### config.mk
export PLATFORM = sky130hd
export DESIGN_NAME = polygon_query_scheduler_flat
export DESIGN_NICKNAME = d
export VERILOG_FILES = /design/src/rtl/polygon_query_scheduler_if.sv /design/src/rtl/polygon_query_scheduler.sv /design/src/flat_wrapper.sv
export SDC_FILE = /design/constraint.sdc
export NUM_CORES = 1
export LEC_CHECK = 0
export ABC_AREA = 1
export BUFFER_PORTS_ARGS = -buffer_cell sky130_fd_sc_hd__buf_2
export CAP_MARGIN = 30
export CORE_MARGIN = 4
export CORE_UTILIZATION = 50
export DETAILED_ROUTE_END_ITERATION = 8
export GPL_ROUTABILITY_DRIVEN = 1
export PLACE_DENSITY = 0.85
export SLEW_MARGIN = 20
export SYNTH_ARGS = -nofsm -noshare
export SYNTH_HDL_FRONTEND = slang
export SYNTH_SLANG_ARGS = --single-unit
### constraint.sdc
create_clock -name clk_in -period 2.9 [get_ports clk_in]
set_input_delay 0.58 -clock clk_in [delete_from_list [all_inputs] [get_ports clk_in]]
set_output_delay 0.58 -clock clk_in [all_outputs]
set_load 0.01 [all_outputs]
### src/rtl/polygon_query_scheduler_if.sv
// Query/result handshake bundle between the collision requester and polygon_query_scheduler.
interface polygon_query_scheduler_if #(
  parameter int WORLD_BITS   = 32,
  parameter int NUM_POLYGONS = 8
);
  localparam int IDX_W = (NUM_POLYGONS > 1) ? $clog2(NUM_POLYGONS) : 1;

  logic                         query_valid_in;
  logic                         query_ready_out;
  logic signed [WORLD_BITS-1:0] query_x_in;
  logic signed [WORLD_BITS-1:0] query_y_in;
  logic                         result_valid_out;
  logic                         result_ready_in;
  logic [NUM_POLYGONS-1:0]      hit_mask_out;
  logic                         any_hit_out;
  logic [IDX_W-1:0]             first_hit_out;

  modport master (
    output query_valid_in, query_x_in, query_y_in, result_ready_in,
    input  query_ready_out, result_valid_out, hit_mask_out, any_hit_out, first_hit_out
  );

  modport slave (
    input  query_valid_in, query_x_in, query_y_in, result_ready_in,
    output query_ready_out, result_valid_out, hit_mask_out, any_hit_out, first_hit_out
  );
endinterface

### src/rtl/polygon_query_scheduler.sv
// Walks one query point across every polygon of the table, holding each selection DP_LATENCY cycles.
// Optional macro POLY_QUERY_EARLY_EXIT_EN: finish on the first sampled hit.
module polygon_query_scheduler #(
  parameter int WORLD_BITS       = 32,
  parameter int NUM_POLYGONS     = 8,
  parameter int MAX_NUM_VERTICES = 32,
  parameter int DP_LATENCY       = 6,
  localparam int IDX_W  = (NUM_POLYGONS > 1) ? $clog2(NUM_POLYGONS) : 1,
  localparam int VCNT_W = $clog2(MAX_NUM_VERTICES + 1),
  localparam int CNT_W  = $clog2(DP_LATENCY)
) (
  input  logic                         clk_in,
  input  logic                         rst_in,
  polygon_query_scheduler_if.slave     q,
  output logic [IDX_W-1:0]             poly_idx_out,
  output logic signed [WORLD_BITS-1:0] dp_x_out,
  output logic signed [WORLD_BITS-1:0] dp_y_out,
  input  logic [VCNT_W-1:0]            num_points_in,
  input  logic                         dp_hit_in
);

  typedef enum logic [1:0] {IDLE, EVAL, DONE} state_t;

  state_t                  state;
  logic [CNT_W-1:0]        cnt;
  logic [NUM_POLYGONS-1:0] mask;
  logic [NUM_POLYGONS-1:0] mask_nxt;
  logic [IDX_W-1:0]        first_hit, first_nxt;
  logic                    any_hit, result_valid, query_ready;
  logic                    degen, sample, last, early;

  // Vertex count is only trustworthy one cycle after the selection moves, hence cnt==1.
  assign degen  = (cnt == CNT_W'(1)) && (num_points_in < VCNT_W'(3));
  assign sample = (cnt == CNT_W'(DP_LATENCY - 1)) && !degen;
  assign last   = (poly_idx_out == IDX_W'(NUM_POLYGONS - 1));
`ifdef POLY_QUERY_EARLY_EXIT_EN
  assign early  = sample && dp_hit_in;
`else
  assign early  = 1'b0;
`endif

  always_comb begin
    mask_nxt = mask;
    if (state == EVAL && sample) mask_nxt[poly_idx_out] = dp_hit_in;
    first_nxt = '0;
    for (int i = NUM_POLYGONS - 1; i >= 0; i--)
      if (mask_nxt[i]) first_nxt = IDX_W'(i);
  end

  always_ff @(posedge clk_in) begin
    if (rst_in) begin
      state        <= IDLE;
      cnt          <= '0;
      mask         <= '0;
      first_hit    <= '0;
      any_hit      <= 1'b0;
      result_valid <= 1'b0;
      query_ready  <= 1'b1;
      poly_idx_out <= '0;
      dp_x_out     <= '0;
      dp_y_out     <= '0;
    end else begin
      case (state)
        IDLE: if (q.query_valid_in) begin
          dp_x_out     <= q.query_x_in;
          dp_y_out     <= q.query_y_in;
          poly_idx_out <= '0;
          mask         <= '0;
          cnt          <= '0;
          query_ready  <= 1'b0;
          state        <= EVAL;
        end
        EVAL: begin
          mask <= mask_nxt;
          if (degen || sample) begin
            if (last || early) begin
              state        <= DONE;
              result_valid <= 1'b1;
              any_hit      <= |mask_nxt;
              first_hit    <= first_nxt;
            end else begin
              poly_idx_out <= poly_idx_out + IDX_W'(1);
              cnt          <= '0;
            end
          end else begin
            cnt <= cnt + CNT_W'(1);
          end
        end
        DONE: if (q.result_ready_in) begin
          result_valid <= 1'b0;
          query_ready  <= 1'b1;
          state        <= IDLE;
        end
        default: state <= IDLE;
      endcase
    end
  end

  assign q.query_ready_out  = query_ready;
  assign q.result_valid_out = result_valid;
  assign q.hit_mask_out     = mask;
  assign q.any_hit_out      = any_hit;
  assign q.first_hit_out    = first_hit;

endmodule

### src/flat_wrapper.sv
// flat-port wrapper written by rule: the top's interface ports become plain ports
module polygon_query_scheduler_flat 
#(
  parameter int WORLD_BITS       = 32,
  parameter int NUM_POLYGONS     = 8,
  parameter int MAX_NUM_VERTICES = 32,
  parameter int DP_LATENCY       = 6,
  localparam int IDX_W  = (NUM_POLYGONS > 1) ? $clog2(NUM_POLYGONS) : 1,
  localparam int VCNT_W = $clog2(MAX_NUM_VERTICES + 1),
  localparam int CNT_W  = $clog2(DP_LATENCY)
)
  (clk_in, rst_in, poly_idx_out, dp_x_out, dp_y_out, num_points_in, dp_hit_in, q_query_valid_in, q_query_x_in, q_query_y_in, q_result_ready_in, q_query_ready_out, q_result_valid_out, q_hit_mask_out, q_any_hit_out, q_first_hit_out);
  polygon_query_scheduler_if #(.WORLD_BITS(WORLD_BITS), .NUM_POLYGONS(NUM_POLYGONS)) q_i ();
  input  logic clk_in;
  input  logic rst_in;
  output logic [IDX_W-1:0] poly_idx_out;
  output logic signed [WORLD_BITS-1:0] dp_x_out;
  output logic signed [WORLD_BITS-1:0] dp_y_out;
  input  logic [VCNT_W-1:0] num_points_in;
  input  logic dp_hit_in;
  input wire logic [$bits(q_i.query_valid_in)-1:0] q_query_valid_in;
  input wire logic [$bits(q_i.query_x_in)-1:0] q_query_x_in;
  input wire logic [$bits(q_i.query_y_in)-1:0] q_query_y_in;
  input wire logic [$bits(q_i.result_ready_in)-1:0] q_result_ready_in;
  output wire logic [$bits(q_i.query_ready_out)-1:0] q_query_ready_out;
  output wire logic [$bits(q_i.result_valid_out)-1:0] q_result_valid_out;
  output wire logic [$bits(q_i.hit_mask_out)-1:0] q_hit_mask_out;
  output wire logic [$bits(q_i.any_hit_out)-1:0] q_any_hit_out;
  output wire logic [$bits(q_i.first_hit_out)-1:0] q_first_hit_out;
  assign q_i.query_valid_in = q_query_valid_in;
  assign q_i.query_x_in = q_query_x_in;
  assign q_i.query_y_in = q_query_y_in;
  assign q_i.result_ready_in = q_result_ready_in;
  assign q_query_ready_out = q_i.query_ready_out;
  assign q_result_valid_out = q_i.result_valid_out;
  assign q_hit_mask_out = q_i.hit_mask_out;
  assign q_any_hit_out = q_i.any_hit_out;
  assign q_first_hit_out = q_i.first_hit_out;
  polygon_query_scheduler #(.WORLD_BITS(WORLD_BITS), .NUM_POLYGONS(NUM_POLYGONS), .MAX_NUM_VERTICES(MAX_NUM_VERTICES), .DP_LATENCY(DP_LATENCY)) u_core (.clk_in(clk_in), .rst_in(rst_in), .q(q_i), .poly_idx_out(poly_idx_out), .dp_x_out(dp_x_out), .dp_y_out(dp_y_out), .num_points_in(num_points_in), .dp_hit_in(dp_hit_in));
endmodule
==> out/metrics.yaml, run 1 <==
status: "complete, no violations"
antenna_cells: 0
grt_max_degree: 67
swShare: 0.262
cts_sinks: 86
viasPerCell: 4.98
portBuffers: 155
syn-num-nets: 534
area.sequential_um2: 1720
drv_cap: 0
dieArea_um2: 8200
hold_depth: 3
synth-seq-cells: 86
p_leak_nw: 2.24
r2r_cells: 7
placed_area_um2: 4210
grt.total_usage: 0.207
grt_pass1_wl_mm: 14.1
fin_crit_sh: 0.638
grt_pass1_vias: 3124
end_kind: "flip-flop"
antenna_found_initial: 0
setup_viol: 0
cts_tree: "built"
root_buffer: "clkbuf_8"
synth.yosys.seq_area_share: 0.505
core_area_um2: 6490
slew_viol_final: 0
syn_inst: 455
required_ns: 3.16
crit_arrival_ns: 2.11
rsz0062_at_grt: "false"
clock_latency_ns: 0.34
dp_slack_ns: 0.827
synth_top_area_share: 0.505
route.vias.total: 3406
clkPwrFrac: 0.356
fin_area_um2: 4440
r2r_setup_slack_ns: 1.05
start_kind: "flip-flop"
gp_congestion: 0.850
yosysUniqueCellTypes: 30
ir_drop_mv: 0.276
slew_headroom: 0.556
cts_resized: 0
yosysMostFrequentCell: "nor2_1"
hold_viol: 0
hold_start: "q_query_x_in[28]"
wl_mm: 8.61
async_flop_share: 0
cts_buffer_depth: 2
htree_levels: 3
dp_hpwl_mm: 6.38
powerDensity_nw_per_um2: 587
timing.rr.start: "u_core.state[0]$_SDFFE_PP0P_"
grt-ovfl-total: 0
die_w_um: 90.6
fin_ws_ns: 1.05
drt-initial-drc-count: 115
postCtsHoldBufs: 0
fmax_mhz: 541
yosysWarnings: 0
final_nets: 681
tightestPinTransition_ns: 0.665
drc_errors: 0
syn_area_um2: 3410
synth_edf_count: 0
drive_above_1_share: 0.328
seqPwrFrac: 0.500
initial_core_util: 0.525
worstSetupPathType: "flip-flop to flip-flop"
row_count: 29
cts.clk_slew.worst_paths_ns: 0.09
ys_dominant_reg_cell: "dfxtp_1"
multi_input_area_um2: 1500
cts_buffers: 9
syn_area_per_cell_um2: 7.49
power.internal_w: 0.00192
dr.pass1.iters: 4
drtAntennaViolNets: 0
timing.rr.end: "u_core.cnt[2]$_SDFFE_PP0P_"
fillers: 569
synthTopCellsByCount: "138 x nor2_1, 86 x dfxtp_1, 53 x o21ai_0"
wire_per_inst_um: 12.6
die_y_um: 90.6
synth_area_leaders: "dfxtp_1 51%, nor2_1 15%, o21ai_0 7.8%"
p_sw_w: 0.000683
cp_max_fo: 66
holdCritPathClass: "primary input to flip-flop"
period_minus_slack_ns: 1.85
post-cts-setup-buffers: 0
whs_ns: 0.463
area_growth_syn_to_layout_pct: 30.2
io_pins: 156
finalSetupTns_ns: 0
worst_clock_skew_ns: 0.0120
yosys.area.top_type: "dfxtp_1"
worst_hold_path.endpoint: "u_core.dp_x_out[28]$_SDFFE_PP0P_"
combPwrFrac: 0.144
==> sequential cells by signal, indices dropped and copies added (netlist names) <==
signal	count
u_core.cnt	3
u_core.dp_x_out	32
u_core.dp_y_out	32
u_core.poly_idx_out	3
u_core.q.any_hit_out	1
u_core.q.first_hit_out	3
u_core.q.hit_mask_out	8
u_core.q.query_ready_out	1
u_core.q.result_valid_out	1
u_core.state	2
==> metrics by stage <==
step / total power, W / std cells / utilization
final: 0.00261 / 684 / 0.683
after global routing: 0.00274 / 684 / 0.683
after CTS: 0.00263 / 684 / 0.683
after detailed placement: 0.00171 / 668 / 0.649
after global placement: 0.00170 / 668 / 0.649
after floorplan: 0.00154 / 455 / -
==> cell families (layout without fill, tap and decap cells) <==
logic type	count (synthesis)	in the layout	share of synthesized area
simple gates	223	223	0.278
xor+xnor	1	1	0.00257
flops	86	86	0.505
fa+ha+maj	4	4	0.0147
compound gates	95	95	0.145
buf+inv	46	198	0.0543
==> power by group through the flow <==
stage | Sequential, W | Combinational (W) | Clock, W
after floorplan | 0.00137 | 0.000176 | 0
after global placement | 0.00133 | 0.000371 | 0
after detailed placement | 0.00133 | 0.000380 | 0
after CTS | 0.00130 | 0.000381 | 0.000947
after global routing | 0.00131 | 0.000420 | 0.00101
final | 0.00130 | 0.000376 | 0.000928
==> worst max-delay path, cell delays in order, from the launching register on <==
cell and delay, ns:
dfxtp_1 0.38, nor2_1 0.08, nand2_2 0.07, buf_4 0.46
nand2_1 0.22, nand2_1 0.20, nand2_1 0.12, nor3_1 0.20
==> per-layer routing <==
metal  share of wire  vias to the layer above  GRT usage
met5               0                        -          0
met4           0.022                        0     0.0931
met3           0.058                       16     0.0458
met2            0.50                      110      0.366
met1            0.42                     1528      0.238
li1                -                     1752          -
==> area by class of cell <==
cell class | count | area share
tap | 77 | 0.0217
timing repair buffer | 159 | 0.182
inverter | 23 | 0.0195
clock inverter | 5 | 0.0183
sequential | 86 | 0.388
clock buffer | 11 | 0.0319
multi-input combinational | 323 | 0.339
==> worst max-delay path by stage <==
stage / end / cells after the start / from
detailed placement: u_core.cnt[2]$_SDFFE_PP0P_ / 7 / q_query_valid_in
floorplan: u_core.q.any_hit_out$_SDFFE_PP0P_ / 9 / u_core.cnt[0]$_SDFFE_PP0P_
CTS: u_core.cnt[2]$_SDFFE_PP0P_ / 7 / u_core.state[0]$_SDFFE_PP0P_
finish: u_core.cnt[2]$_SDFFE_PP0P_ / 7 / u_core.state[0]$_SDFFE_PP0P_
global route: u_core.cnt[2]$_SDFFE_PP0P_ / 7 / u_core.state[0]$_SDFFE_PP0P_
global placement: u_core.cnt[2]$_SDFFE_PP0P_ / 7 / q_query_valid_in
==> cells in the final DEF (no fill, tap or decap), types with 5 or more instances in the layout <==
| master | instances |
|---|---|
| o21ai_0 | 53 |
| or2_1 | 5 |
| buf_2 | 155 |
| nand2_1 | 49 |
| a21oi_1 | 16 |
| clkbuf_8 | 10 |
| dfxtp_1 | 86 |
| inv_2 | 6 |
| inv_1 | 17 |
| nand3_1 | 9 |
| o21ai_1 | 20 |
| nor2_1 | 138 |
Note: power is estimated with default switching activity, not from simulation.
==> run 2, diff against run 1 <==
--- a/config.mk
+++ b/config.mk
@@ -9,10 +9,10 @@
 export BUFFER_PORTS_ARGS = -buffer_cell sky130_fd_sc_hd__buf_2
 export CAP_MARGIN = 30
 export CORE_MARGIN = 4
-export CORE_UTILIZATION = 50
+export CORE_UTILIZATION = 42
 export DETAILED_ROUTE_END_ITERATION = 8
 export GPL_ROUTABILITY_DRIVEN = 1
-export PLACE_DENSITY = 0.85
+export PLACE_DENSITY = 0.76
 export SLEW_MARGIN = 20
 export SYNTH_ARGS = -nofsm -noshare
 export SYNTH_HDL_FRONTEND = slang
==> constraint.sdc (replaced) <==
create_clock -name clk_in -period 1.6 [get_ports clk_in]
set_input_delay 0.32 -clock clk_in [delete_from_list [all_inputs] [get_ports clk_in]]
set_output_delay 0.32 -clock clk_in [all_outputs]
set_load 0.01 [all_outputs]
==> out/metrics.yaml, run 2 (synthesis results as in run 1) <==
status: "finished, violations left"
violations: "setup timing"
hold_viol: 0
root_buffer: "clkbuf_8"
slew_viol_final: 0
holdCritPathClass: "primary input to flip-flop"
final_common_cell: "buf_2"
r2r_setup_slack_ns: -0.02
wl_mm: 9.14
core_area_um2: 7810
cts.clk_slew.worst_paths_ns: 0.10
crit_arrival_ns: 1.91
initial_core_util: 0.437
period_minus_slack_ns: 1.62
tightestPinTransition_ns: 0.353
required_ns: 1.89
final_cells: 717
p_leak_nw: 2.26
finalSetupTns_ns: -0.0201
dieArea_um2: 9620
cp_max_fo: 7
drt-initial-drc-count: 108
fillers: 741
worst_clock_skew_ns: 0.0135
start_kind: "flip-flop"
grt.total_usage: 0.187
cts_sinks: 86
timing.rr.start: "u_core.cnt[1]$_SDFFE_PP0P_"
clock_latency_ns: 0.35
dp_slack_ns: -0.0331
die_y_um: 98.1
rsz0062_at_grt: "true"
antenna_cells: 0
setup_viol: 1
drv_cap: 0
area_growth_syn_to_layout_pct: 35.5
grt_pass1_vias: 3264
end_kind: "flip-flop"
hold_start: "q_query_y_in[5]"
drive_above_1_share: 0.371
grt_max_degree: 66
ir_drop_mv: 0.444
fin_crit_sh: 1.01
viasPerCell: 4.81
cts_buffer_depth: 2
final_cell_mix: "155 x buf_2, 137 x nor2_1, 81 x dfxtp_1"
slew_headroom: 0.764
postCtsHoldBufs: 0
worst_hold_path.endpoint: "u_core.dp_y_out[5]$_SDFFE_PP0P_"
powerDensity_nw_per_um2: 984
wire_per_inst_um: 12.7
grt-ovfl-total: 0
dp_hpwl_mm: 6.51
gp_congestion: 0.912
grt_pass1_wl_mm: 14.9
cts_buffers: 9
cts_tree: "built"
antenna_found_initial: 0
timing.rr.end: "u_core.q.first_hit_out[0]$_SDFFE_PP0P_"
fmax_mhz: 617
fin_ws_ns: -0.0201
final_nets: 689
dr.pass1.iters: 4
worstSetupPathType: "flip-flop to flip-flop"
drc_errors: 0
portBuffers: 155
r2r_cells: 14
die_w_um: 98.1
drtAntennaViolNets: 0
htree_levels: 3
hold_depth: 3
route.vias.total: 3448
io_pins: 156
row_count: 32
placed_cells: 699
==> run 2: changes by cell type in the layout (fill, tap and decap cells not counted), moves of 3 or more <==
| cell | before | now |
|---|---|---|
| nand2_1 | 49 | 41 |
| nand2_2 | 4 | 12 |
| buf_4 | 4 | 10 |
| dfxtp_1 | 86 | 81 |
| dfxtp_2 | 0 | 5 |
| nor2_4 | 0 | 3 |
==> run 2: area by class of cell <==
cell class | instances | area [um^2] | area share
Timing Repair Buffer | 167 | 891 | 0.193
Sequential cell | 86 | 1730 | 0.374
Tap cell | 102 | 128 | 0.0276
Clock inverter | 6 | 52.6 | 0.0114
Multi-Input combinational cell | 323 | 1600 | 0.345
Clock buffer | 10 | 138 | 0.0298
Inverter | 23 | 86.3 | 0.0187
==> run 2: critical path, cell delays in order, from the launching register on <==
cell	delay, ns
dfxtp_2	0.34
inv_2	0.06
ha_4	0.16
nand2_8	0.09
nor2_1	0.12
nand3_1	0.13
nand2_1	0.10
nand2_1	0.07
nand2_1	0.07
nand2_1	0.05
nand2_1	0.07
nand2_1	0.05
nand2_1	0.06
nand2_1	0.07
a21oi_2	0.12
==> run 2: report_power, final <==
| group | internal (W) | switching (W) |
|---|---|---|
| clock | 0.000631 | 0.000828 |
| sequential | 0.00229 | 0.0000726 |
| combinational | 0.000304 | 0.000422 |
| total | 0.00322 | 0.00132 |
==> run 2: how the worst max path moves through the flow <==
stage	startpoint	end	cells after the start
2_1_floorplan	u_core.cnt[0]$_SDFFE_PP0P_	u_core.q.any_hit_out$_SDFFE_PP0P_	9
5_1_grt	u_core.cnt[1]$_SDFFE_PP0P_	u_core.q.first_hit_out[0]$_SDFFE_PP0P_	14
3_3_place_gp	u_core.cnt[1]$_SDFFE_PP0P_	u_core.q.any_hit_out$_SDFFE_PP0P_	10
6_report	u_core.cnt[1]$_SDFFE_PP0P_	u_core.q.first_hit_out[0]$_SDFFE_PP0P_	14
3_5_place_dp	u_core.cnt[1]$_SDFFE_PP0P_	u_core.q.first_hit_out[0]$_SDFFE_PP0P_	12
4_1_cts	u_core.state[1]$_SDFFE_PP0P_	u_core.q.first_hit_out[0]$_SDFFE_PP0P_	11
==> run 2: timing repair <==
item                       in CTS  in global routing
setup endpoints to repair       4                 10
buffers inserted                0                  2
hold endpoints to repair        0                  0
pin swaps                       2                  9
resized for setup               5                 22
==> run 2: layer usage <==
layer | track usage | vias to the layer above | wire (um)
li1 | - | 1771 | -
met1 | 0.209 | 1553 | 3740
met2 | 0.340 | 111 | 4700
met3 | 0.0429 | 13 | 546
met4 | 0.0745 | 0 | 151
met5 | 0 | - | 0
==> run 2: through the flow <==
| stage | power, W | instance area [um^2] | hold slack, ns | utilization |
|---|---|---|---|---|
| 2_1_floorplan | 0.00280 | 3410 | 0.389 | - |
| 3_3_place_gp | 0.00311 | 4320 | 0.449 | 0.553 |
| 3_5_place_dp | 0.00313 | 4320 | 0.455 | 0.553 |
| 4_1_cts | 0.00461 | 4520 | 0.178 | 0.579 |
| 5_1_grt | 0.00481 | 4620 | 0.184 | 0.592 |
| 6_report | 0.00454 | 4620 | 0.198 | 0.592 |
